[src/rtl/rca_pkg.sv]
// Shared definitions for the nibble-serial word adder.
package rca_pkg;

   // Slice width handled by the shared adder per clock.
   localparam int unsigned NIB_W = 4;

   // Sequencer state encoding.
   typedef enum logic [1:0] {
      RCA_IDLE = 2'd0,
      RCA_RUN  = 2'd1,
      RCA_DONE = 2'd2
   } rca_state_e;

   // Number of nibble slices in a word of the given width.
   function automatic int unsigned nib_count(input int unsigned width);
      return width / NIB_W;
   endfunction

endpackage : rca_pkg

[src/rtl/ripple_carry_adder.sv]
// Combinational 4-bit ripple-carry adder built from a chain of full adders.
module ripple_carry_adder
   import rca_pkg::*;
(
   input  logic [NIB_W-1:0] a,
   input  logic [NIB_W-1:0] b,
   input  logic             cin,
   output logic [NIB_W-1:0] sum_c,
   output logic             cout_c
);

   logic [NIB_W:0] carry_c;

   assign carry_c[0] = cin;

   // One full adder per bit; each carry feeds the next stage.
   for (genvar i = 0; i < int'(NIB_W); i++) begin : g_fa
      assign sum_c[i]       = a[i] ^ b[i] ^ carry_c[i];
      assign carry_c[i + 1] = (a[i] & b[i]) | (carry_c[i] & (a[i] ^ b[i]));
   end

   assign cout_c = carry_c[NIB_W];

endmodule : ripple_carry_adder

[src/rtl/rca_word_sequencer.sv]
// Word-wide adder that time-multiplexes one 4-bit ripple_carry_adder,
// processing one nibble per clock, least-significant first.
// Optional feature: define RCA_SUB_EN to enable subtraction via in_sub.
module rca_word_sequencer
   import rca_pkg::*;
#(
   parameter int unsigned WIDTH = 16
) (
   input  logic             clk,
   input  logic             rst_n,
   input  logic             in_valid,
   output logic             in_ready,
   input  logic [WIDTH-1:0] in_a,
   input  logic [WIDTH-1:0] in_b,
   input  logic             in_cin,
   input  logic             in_sub,
   output logic             out_valid,
   input  logic             out_ready,
   output logic [WIDTH-1:0] out_sum,
   output logic             out_cout,
   output logic             busy
);

   localparam int unsigned NIB    = nib_count(WIDTH);
   localparam int unsigned IDX_W  = (NIB > 1) ? $clog2(NIB) : 1;
   localparam int unsigned BASE_W = IDX_W + 3;
   localparam logic [IDX_W-1:0] IDX_LAST = IDX_W'(NIB - 1);

   rca_state_e        state_q,     state_d;
   logic [WIDTH-1:0]  a_q,         a_d;
   logic [WIDTH-1:0]  b_q,         b_d;
   logic              carry_q,     carry_d;
   logic [IDX_W-1:0]  idx_q,       idx_d;
   logic [WIDTH-1:0]  out_sum_q,   out_sum_d;
   logic              out_cout_q,  out_cout_d;
   logic              in_ready_q,  in_ready_d;
   logic              out_valid_q, out_valid_d;
   logic              busy_q,      busy_d;

   logic [BASE_W-1:0] base_c;
   logic [NIB_W-1:0]  add_a_c;
   logic [NIB_W-1:0]  add_b_c;
   logic [NIB_W-1:0]  add_sum_c;
   logic              add_cout_c;
   logic              accept_c;
   logic              start_carry_c;

   // Bit offset of the nibble currently being processed.
   assign base_c  = BASE_W'(idx_q) * BASE_W'(NIB_W);
   assign add_a_c = a_q[base_c +: NIB_W];

`ifdef RCA_SUB_EN
   logic sub_q, sub_d;

   // Subtraction adds the one's complement of B; the forced carry-in completes it.
   assign add_b_c       = b_q[base_c +: NIB_W] ^ {NIB_W{sub_q}};
   assign start_carry_c = in_sub ? 1'b1 : in_cin;
`else
   logic unused_in_sub;

   assign add_b_c       = b_q[base_c +: NIB_W];
   assign start_carry_c = in_cin;
   assign unused_in_sub = in_sub;
`endif

   // Shared nibble adder, fed only from registered operands and carry.
   ripple_carry_adder u_rca (
      .a      (add_a_c),
      .b      (add_b_c),
      .cin    (carry_q),
      .sum_c  (add_sum_c),
      .cout_c (add_cout_c)
   );

   assign accept_c = in_valid && in_ready_q && (state_q == RCA_IDLE);

   // Next-state, datapath update and registered-output decode.
   always_comb begin
      state_d     = state_q;
      a_d         = a_q;
      b_d         = b_q;
      carry_d     = carry_q;
      idx_d       = idx_q;
      out_sum_d   = out_sum_q;
      out_cout_d  = out_cout_q;
`ifdef RCA_SUB_EN
      sub_d       = sub_q;
`endif

      unique case (state_q)
         RCA_IDLE: begin
            if (accept_c) begin
               state_d    = RCA_RUN;
               a_d        = in_a;
               b_d        = in_b;
               carry_d    = start_carry_c;
               idx_d      = '0;
               out_sum_d  = '0;
               out_cout_d = 1'b0;
`ifdef RCA_SUB_EN
               sub_d      = in_sub;
`endif
            end
         end
         RCA_RUN: begin
            out_sum_d[base_c +: NIB_W] = add_sum_c;
            carry_d                    = add_cout_c;
            if (idx_q == IDX_LAST) begin
               state_d    = RCA_DONE;
               out_cout_d = add_cout_c;
               idx_d      = '0;
            end else begin
               idx_d = idx_q + IDX_W'(1);
            end
         end
         RCA_DONE: begin
            if (out_ready) begin
               state_d = RCA_IDLE;
            end
         end
         default: begin
            state_d = RCA_IDLE;
         end
      endcase

      // Handshake flags follow the state being entered, so they are registered.
      in_ready_d  = (state_d == RCA_IDLE);
      out_valid_d = (state_d == RCA_DONE);
      busy_d      = (state_d == RCA_RUN) || (state_d == RCA_DONE);
   end

   // State and datapath registers; reset aborts any operation in flight.
   always_ff @(posedge clk or negedge rst_n) begin
      if (!rst_n) begin
         state_q     <= RCA_IDLE;
         a_q         <= '0;
         b_q         <= '0;
         carry_q     <= 1'b0;
         idx_q       <= '0;
         out_sum_q   <= '0;
         out_cout_q  <= 1'b0;
         in_ready_q  <= 1'b0;
         out_valid_q <= 1'b0;
         busy_q      <= 1'b0;
`ifdef RCA_SUB_EN
         sub_q       <= 1'b0;
`endif
      end else begin
         state_q     <= state_d;
         a_q         <= a_d;
         b_q         <= b_d;
         carry_q     <= carry_d;
         idx_q       <= idx_d;
         out_sum_q   <= out_sum_d;
         out_cout_q  <= out_cout_d;
         in_ready_q  <= in_ready_d;
         out_valid_q <= out_valid_d;
         busy_q      <= busy_d;
`ifdef RCA_SUB_EN
         sub_q       <= sub_d;
`endif
      end
   end

   assign in_ready  = in_ready_q;
   assign out_valid = out_valid_q;
   assign out_sum   = out_sum_q;
   assign out_cout  = out_cout_q;
   assign busy      = busy_q;

endmodule : rca_word_sequencer

[config.mk]
export PLATFORM = sky130hd
export DESIGN_NAME = rca_word_sequencer
export DESIGN_NICKNAME = d
export VERILOG_FILES = /design/src/rtl/rca_pkg.sv /design/src/rtl/ripple_carry_adder.sv /design/src/rtl/rca_word_sequencer.sv
export SDC_FILE = /design/constraint.sdc
export NUM_CORES = 1
export LEC_CHECK = 0
export CAP_MARGIN = 20
export CORE_MARGIN = 2
export CORE_UTILIZATION = 54
export DETAILED_ROUTE_END_ITERATION = 10
export PLACE_DENSITY_LB_ADDON = 0.05
export SYNTH_ARGS = -nofsm -noshare
export SYNTH_HDL_FRONTEND = slang
export SYNTH_SLANG_ARGS = --single-unit
export TNS_END_PERCENT = 20
[constraint.sdc]
create_clock -name clk -period 9.7 [get_ports clk]
set_clock_uncertainty 0.2 [all_clocks]
set_input_delay 1.94 -clock clk [delete_from_list [all_inputs] [get_ports clk]]
set_output_delay 1.94 -clock clk [all_outputs]
set_load 0.05 [all_outputs]
**Word-level counts from Yosys, hierarchy flattened**

Index checks and enable logic that the tools add are counted.

- Add/subtract/negate cells: 2
- Equality and inequality tests: 7
- Shifts and indexed selects: 4
- Muxes and demuxes: 15
- Bitwise gates (word level): 20
- Reduce and logical (&&, ||, !) cells: 9

Operators with widths:

| operator | count |
|---|---|
| case mux 16 bit (2 select lines) | 1 |
| variable part select 16 x 5 -> 4 bit | 2 |
| bitwise mux 16 bit | 1 |
| two-way mux 16 bit | 1 |
| variable shift 4 x 7 -> 16 bit (first input constant) | 1 |
| variable part select 4 x 7 -> 16 bit | 1 |
| two-way mux 2 bit | 5 |
| bitwise AND 1 bit | 8 |
| XOR 1 bit | 8 |
| negator 4 -> 7 bit | 1 |
| == test 2 bit (second input constant) | 3 |
| case mux 2 bit (3 select lines) | 1 |
| == test 2 x 1 -> 1 bit (second input constant) | 2 |
| zero test 2 bit | 2 |
| != test 2 bit (second input constant) | 2 |
| bitwise OR 1 bit | 4 |
| case mux 1 bit (2 select lines) | 2 |
| case mux 2 bit (2 select lines) | 1 |
| AND reduction 2 bit | 2 |
| two-way mux 1 bit | 3 |
| AND reduction 3 bit | 1 |
| adder 2 x 1 -> 2 bit (second input constant) | 1 |
| logical AND 1 bit | 2 |
| nonzero test 2 bit | 1 |
| logical OR 1 bit | 1 |

- Bits in registers: 57
- Input bits: 38
- Output and inout bits: 20
- Logic and storage cells: 67

**Longest topological paths before layout**

- Word-level depth: 12
- Depth in mapped cells: 12

**Modules after synthesis**

A second synthesis with hierarchy kept.

- Cell total of the unflattened synthesis: 177
- Area total of the unflattened synthesis: 2592.5 sq um

By module, submodules not included:

| module | instances | cells an instance | area each (sq um) |
|---|---|---|---|
| rca_word_sequencer | 1 | 163 | 2474.9 |
| ripple_carry_adder | 1 | 14 | 117.6 |

**Worst setup path after synthesis**

No wires, ideal clock.

- Path type: input port to flip-flop
- From: input port in_valid
- To: register busy_q, in the netlist busy
- Data arrival time: 2782 ps
- Data required time: 9374 ps
- Path slack: 6592 ps
- Stages on the path: 5
- Buffers on the path: 2
- Cell sequence: nor4bb_1 > buf_2 > buf_4 > nor2_1 > ha_1

- Longest elaborated chain between the ends: 6

Ends and longest elaborated chain:

| what | RTL line | RTL |
|---|---|---|
| start: declaration | rca_word_sequencer.sv:11 | `input logic in_valid,` |
| logical AND 1 bit * (2 in a row) | rca_word_sequencer.sv:75 | `assign accept_c = in_valid && in_ready_q && (state_q == RCA_IDLE);` |
| two-way mux 2 bit * | rca_word_sequencer.sv:92 | `if (accept_c) begin` |
| case mux 2 bit (3 select lines) * | rca_word_sequencer.sv:90 | `unique case (state_q)` |
| == test 2 x 1 -> 1 bit or == test 2 bit (tied branches) | rca_word_sequencer.sv:129 | `busy_d = (state_d == RCA_RUN) \|\| (state_d == RCA_DONE);` |
| logical OR 1 bit * | rca_word_sequencer.sv:129 |  |
| via busy_d | rca_word_sequencer.sv:38 | `logic busy_q, busy_d;` |
| end signal: assignment | rca_word_sequencer.sv:158 | `busy_q <= busy_d;` |
| end: declaration | rca_word_sequencer.sv:38 |  |

The timed path passes the listed nets; every way through them passes the cells marked *.
A chain may end at the register's enable or synchronous reset.

**Worst setup path after layout**

- From: register out_sum_q[1], in the netlist out_sum[1]
- To: output port out_sum[1]

RTL lines:

| what | RTL line | RTL |
|---|---|---|
| start: declaration | rca_word_sequencer.sv:34 | `logic [WIDTH-1:0] out_sum_q, out_sum_d;` |
| start signal: assignment | rca_word_sequencer.sv:154 | `out_sum_q <= out_sum_d;` |
| end: declaration | rca_word_sequencer.sv:19 | `output logic [WIDTH-1:0] out_sum,` |

No word-level cell between the ends.

==> flow_metrics.py <==
metrics = {
    "outcome": {
        "status": "complete, no violations",
    },
    "sta": {
        "slew_headroom_pct": 48.3,
        "fmax_ghz": 0.272,
        "finalCritPeriodShare_pct": 37.9,
        "final_max_slew_viol_count": 0,
        "hold_viol_final": 0,
        "worstMarginPinSlew_ns": 0.776,
        "tns_ns": 0,
        "min_period_ns": 3.67,
        "setup_violations": 0,
        "layout_setup_ws_ns": 6.03,
        "rsz0062_at_grt": "no",
    },
    "worst_setup_path": {
        "crit_chain": "clkdlybuf4s50_1",
        "start_kind": "flip-flop",
        "cp-end-kind": "primary output",
        "critical_path_arrival_ns": 1.53,
        "critPathRequiredTime_ns": 7.56,
        "cp_top_family": "buffers and inverters",
        "cp_slowest_cell": "clkdlybuf4s50_1",
        "worst-r2r-setup-slack_ns": 6.23,
        "max_stage_delay_ns": 0.83,
        "path_buf_inv": 1,
        "criticalPathCategory": "reg2out",
        "critical_path.max_fanout": 2,
    },
    "route": {
        "route.vias.total": 1664,
        "route.detailed.drc": 0,
        "dr.pass1.iters": 4,
        "drt_iter0_markers": 81,
        "vias_per_cell": 5.62,
        "ant_nets": 0,
        "routed_wl_mm": 5.12,
        "avgRoutedWirePerCell_um": 17.3,
    },
    "global_route": {
        "grt_busiest_layer": "met2",
        "grt_overflow": 0,
        "grt_usage_pct": 21.4,
        "gr-usage-met3_pct": 4.97,
        "gr-usage-met2_pct": 34.3,
        "grt_pass1_vias": 1768,
        "grt_max_degree": 58,
        "met1_usage_pct": 26.7,
        "antenna_found_initial": 0,
        "grt_pass1_wl_mm": 8.38,
    },
    "cts": {
        "cts_root_buffer": "clkbuf_8",
        "cts_tree": "done",
        "cts_num_sinks": 57,
        "clk_pin_slew_ns": 0.07,
        "ctsHoldBuffers": 0,
        "postCtsSetupRepairBufs": 0,
        "h-tree-depth": 3,
        "clk_latency_ns": 0.33,
        "cts.path.max_buffers": 2,
        "cts_buffers": 9,
        "cts-resized-gates": 0,
    },
    "pwr": {
        "p_int_w": 0.000777,
        "pwr-share-comb_pct": 50.1,
        "power_density_nw_per_um2": 387,
        "ir_drop_mv": 0.190,
        "seq_power_share_pct": 32.6,
        "swShare_pct": 40.5,
        "power_leakage_nw": 1.48,
        "switchingPower_w": 0.000530,
        "clkPwrFrac_pct": 17.3,
    },
    "place": {
        "hpwl_mm": 3.50,
        "dp_slack_ns": 5.81,
        "place_congestion": 0.859,
        "dp.cells": 280,
        "io_buffers": 56,
        "dpl-instance-area_um2": 3170,
    },
    "cells_and_area": {
        "layout.area.seq_um2": 1430,
        "layout.nets": 285,
        "drive_above_1_share_pct": 26.4,
        "fillers": 320,
        "layout_common_cells": "dfrtp_1 (57), clkdlybuf4s50_1 (55), mux2_2 (32)",
        "final_area_um2": 3380,
        "n_antenna_cell": 0,
        "multi_input_area_um2": 1060,
        "area_growth_pct": 31.7,
        "stdcell_count": 296,
        "layout_commonest_cell": "dfrtp_1",
    },
    "synthesis": {
        "netlist-cell-type-count": 32,
        "syn-num-nets": 224,
        "synth_top_area_share_pct": 55.6,
        "synth_area_leader_cell": "dfrtp_1",
        "ys_seq_elements": 57,
        "syn_area_per_cell_um2": 14.6,
        "ys_seq_area_share_pct": 55.6,
        "ys_top_cells_by_area": "dfrtp_1 (56%), mux2_2 (14%), mux4_2 (7.0%), fa_1 (3.1%), ha_1 (2.9%)",
        "ys_warn_count": 0,
        "synthCells": 176,
        "syn_area_um2": 2560,
    },
    "floorplan": {
        "chipHeight_um": 72.9,
        "coreArea_um2": 4660,
        "top_level_ports": 58,
        "rows": 25,
        "initial_core_util_pct": 55.0,
        "dieArea_um2": 5320,
        "die_w_um": 72.9,
    },
    "flow_run": {
        "cap_viol_max_count": 0,
    },
    "hold_path": {
        "hold_path.class": "reg2reg",
    },
}
==> per-layer routing <==
layer / wire length (um) / vias to the layer above
met5: 0 / -
met4: 123 / 0
met3: 204 / 14
met2: 2620 / 49
met1: 2170 / 838
li1: - / 763
==> power groups by stage <==
stage | clock (W) | sequential (W) | combinational [W]
after floorplan | 0 | 0.000492 | 0.000391
after global placement | 0 | 0.000422 | 0.000649
after detailed placement | 0 | 0.000431 | 0.000660
after CTS | 0.000226 | 0.000427 | 0.000663
after global routing | 0.000237 | 0.000442 | 0.000716
final | 0.000226 | 0.000426 | 0.000655
==> Yosys cell counts <==
library cell and number:
dfrtp_1 57, mux2_2 32, inv_1 12, a22o_1 8, mux4_2 8, o2bb2ai_1 8
ha_1 6, nand2_1 5, nor2_1 5, fa_1 4, buf_2 3, buf_4 3
a21oi_1 2, a21oi_2 2, and3_1 2, and3b_1 2, nand3_1 2, a21o_1 1
and4bb_2 1, buf_6 1, clkbuf_1 1, mux2i_1 1, nand2b_1 1, nand3b_1 1
nor2b_1 1, nor3_1 1, nor4_1 1, nor4bb_1 1, o211ai_1 1, o31ai_1 1
or2_2 1, or4_1 1
==> final timing paths <==
kind | startpoint | endpoint | cells past startpoint
setup / recovery | out_sum[1]$_DFFE_PN0P_ | out_sum[1] | 1
hold / removal | out_sum[14]$_DFFE_PN0P_ | out_sum[14]$_DFFE_PN0P_ | 1
setup reg to reg | idx_q[0]$_DFFE_PN0P_ | out_sum[11]$_DFFE_PN0P_ | 10
hold reg to reg | out_sum[14]$_DFFE_PN0P_ | out_sum[14]$_DFFE_PN0P_ | 1
max in group asynchronous | rst_n | b_q[2]$_DFFE_PN0P_ | 2
min in group asynchronous | rst_n | out_sum[13]$_DFFE_PN0P_ | 2
==> metrics by stage <==
stage,hold WS (ns),utilization (%),power (W)
finish,0.285,72.5,0.00131
detailed placement,0.273,67.9,0.00109
global route,0.297,72.5,0.00139
floorplan,0.275,-,0.000883
CTS,0.292,72.5,0.00132
global placement,0.271,67.9,0.00107
==> worst register-to-register path, cell delays in order (launching register included) <==
cell and delay [ns]:
dfrtp_1 0.85, mux4_2 0.60, inv_1 0.11, fa_1 0.17, inv_1 0.05, fa_1 0.34
inv_1 0.07, fa_1 0.15, inv_1 0.05, fa_1 0.53, a22o_1 0.24
==> state kept, by name, indices dropped and copies added (netlist names) <==
| signal | cells |
|---|---|
| b_q | 16 |
| in_ready | 1 |
| out_sum | 16 |
| idx_q | 2 |
| out_valid | 1 |
| busy | 1 |
| carry_q | 1 |
| out_cout | 1 |
| a_q | 16 |
| state_q | 2 |
==> kinds of logic after synthesis <==
logic type / synth area share (%)
adders and majority gates: 6.05
and+or+nand+nor: 5.66
DFF: 55.6
muxes: 21.5
buffers and inverters: 3.80
AOI/OAI and AO/OA: 7.42
==> final cells by class <==
type / count / share of cell area, %
clock buffer: 15 / 6.11
sequential: 57 / 42.2
tap: 54 / 2.00
clock inverter: 1 / 0.148
inverter: 12 / 1.33
multi-input combinational: 99 / 31.3
timing repair buffer: 58 / 16.9
(Power assumes the default switching activity.)
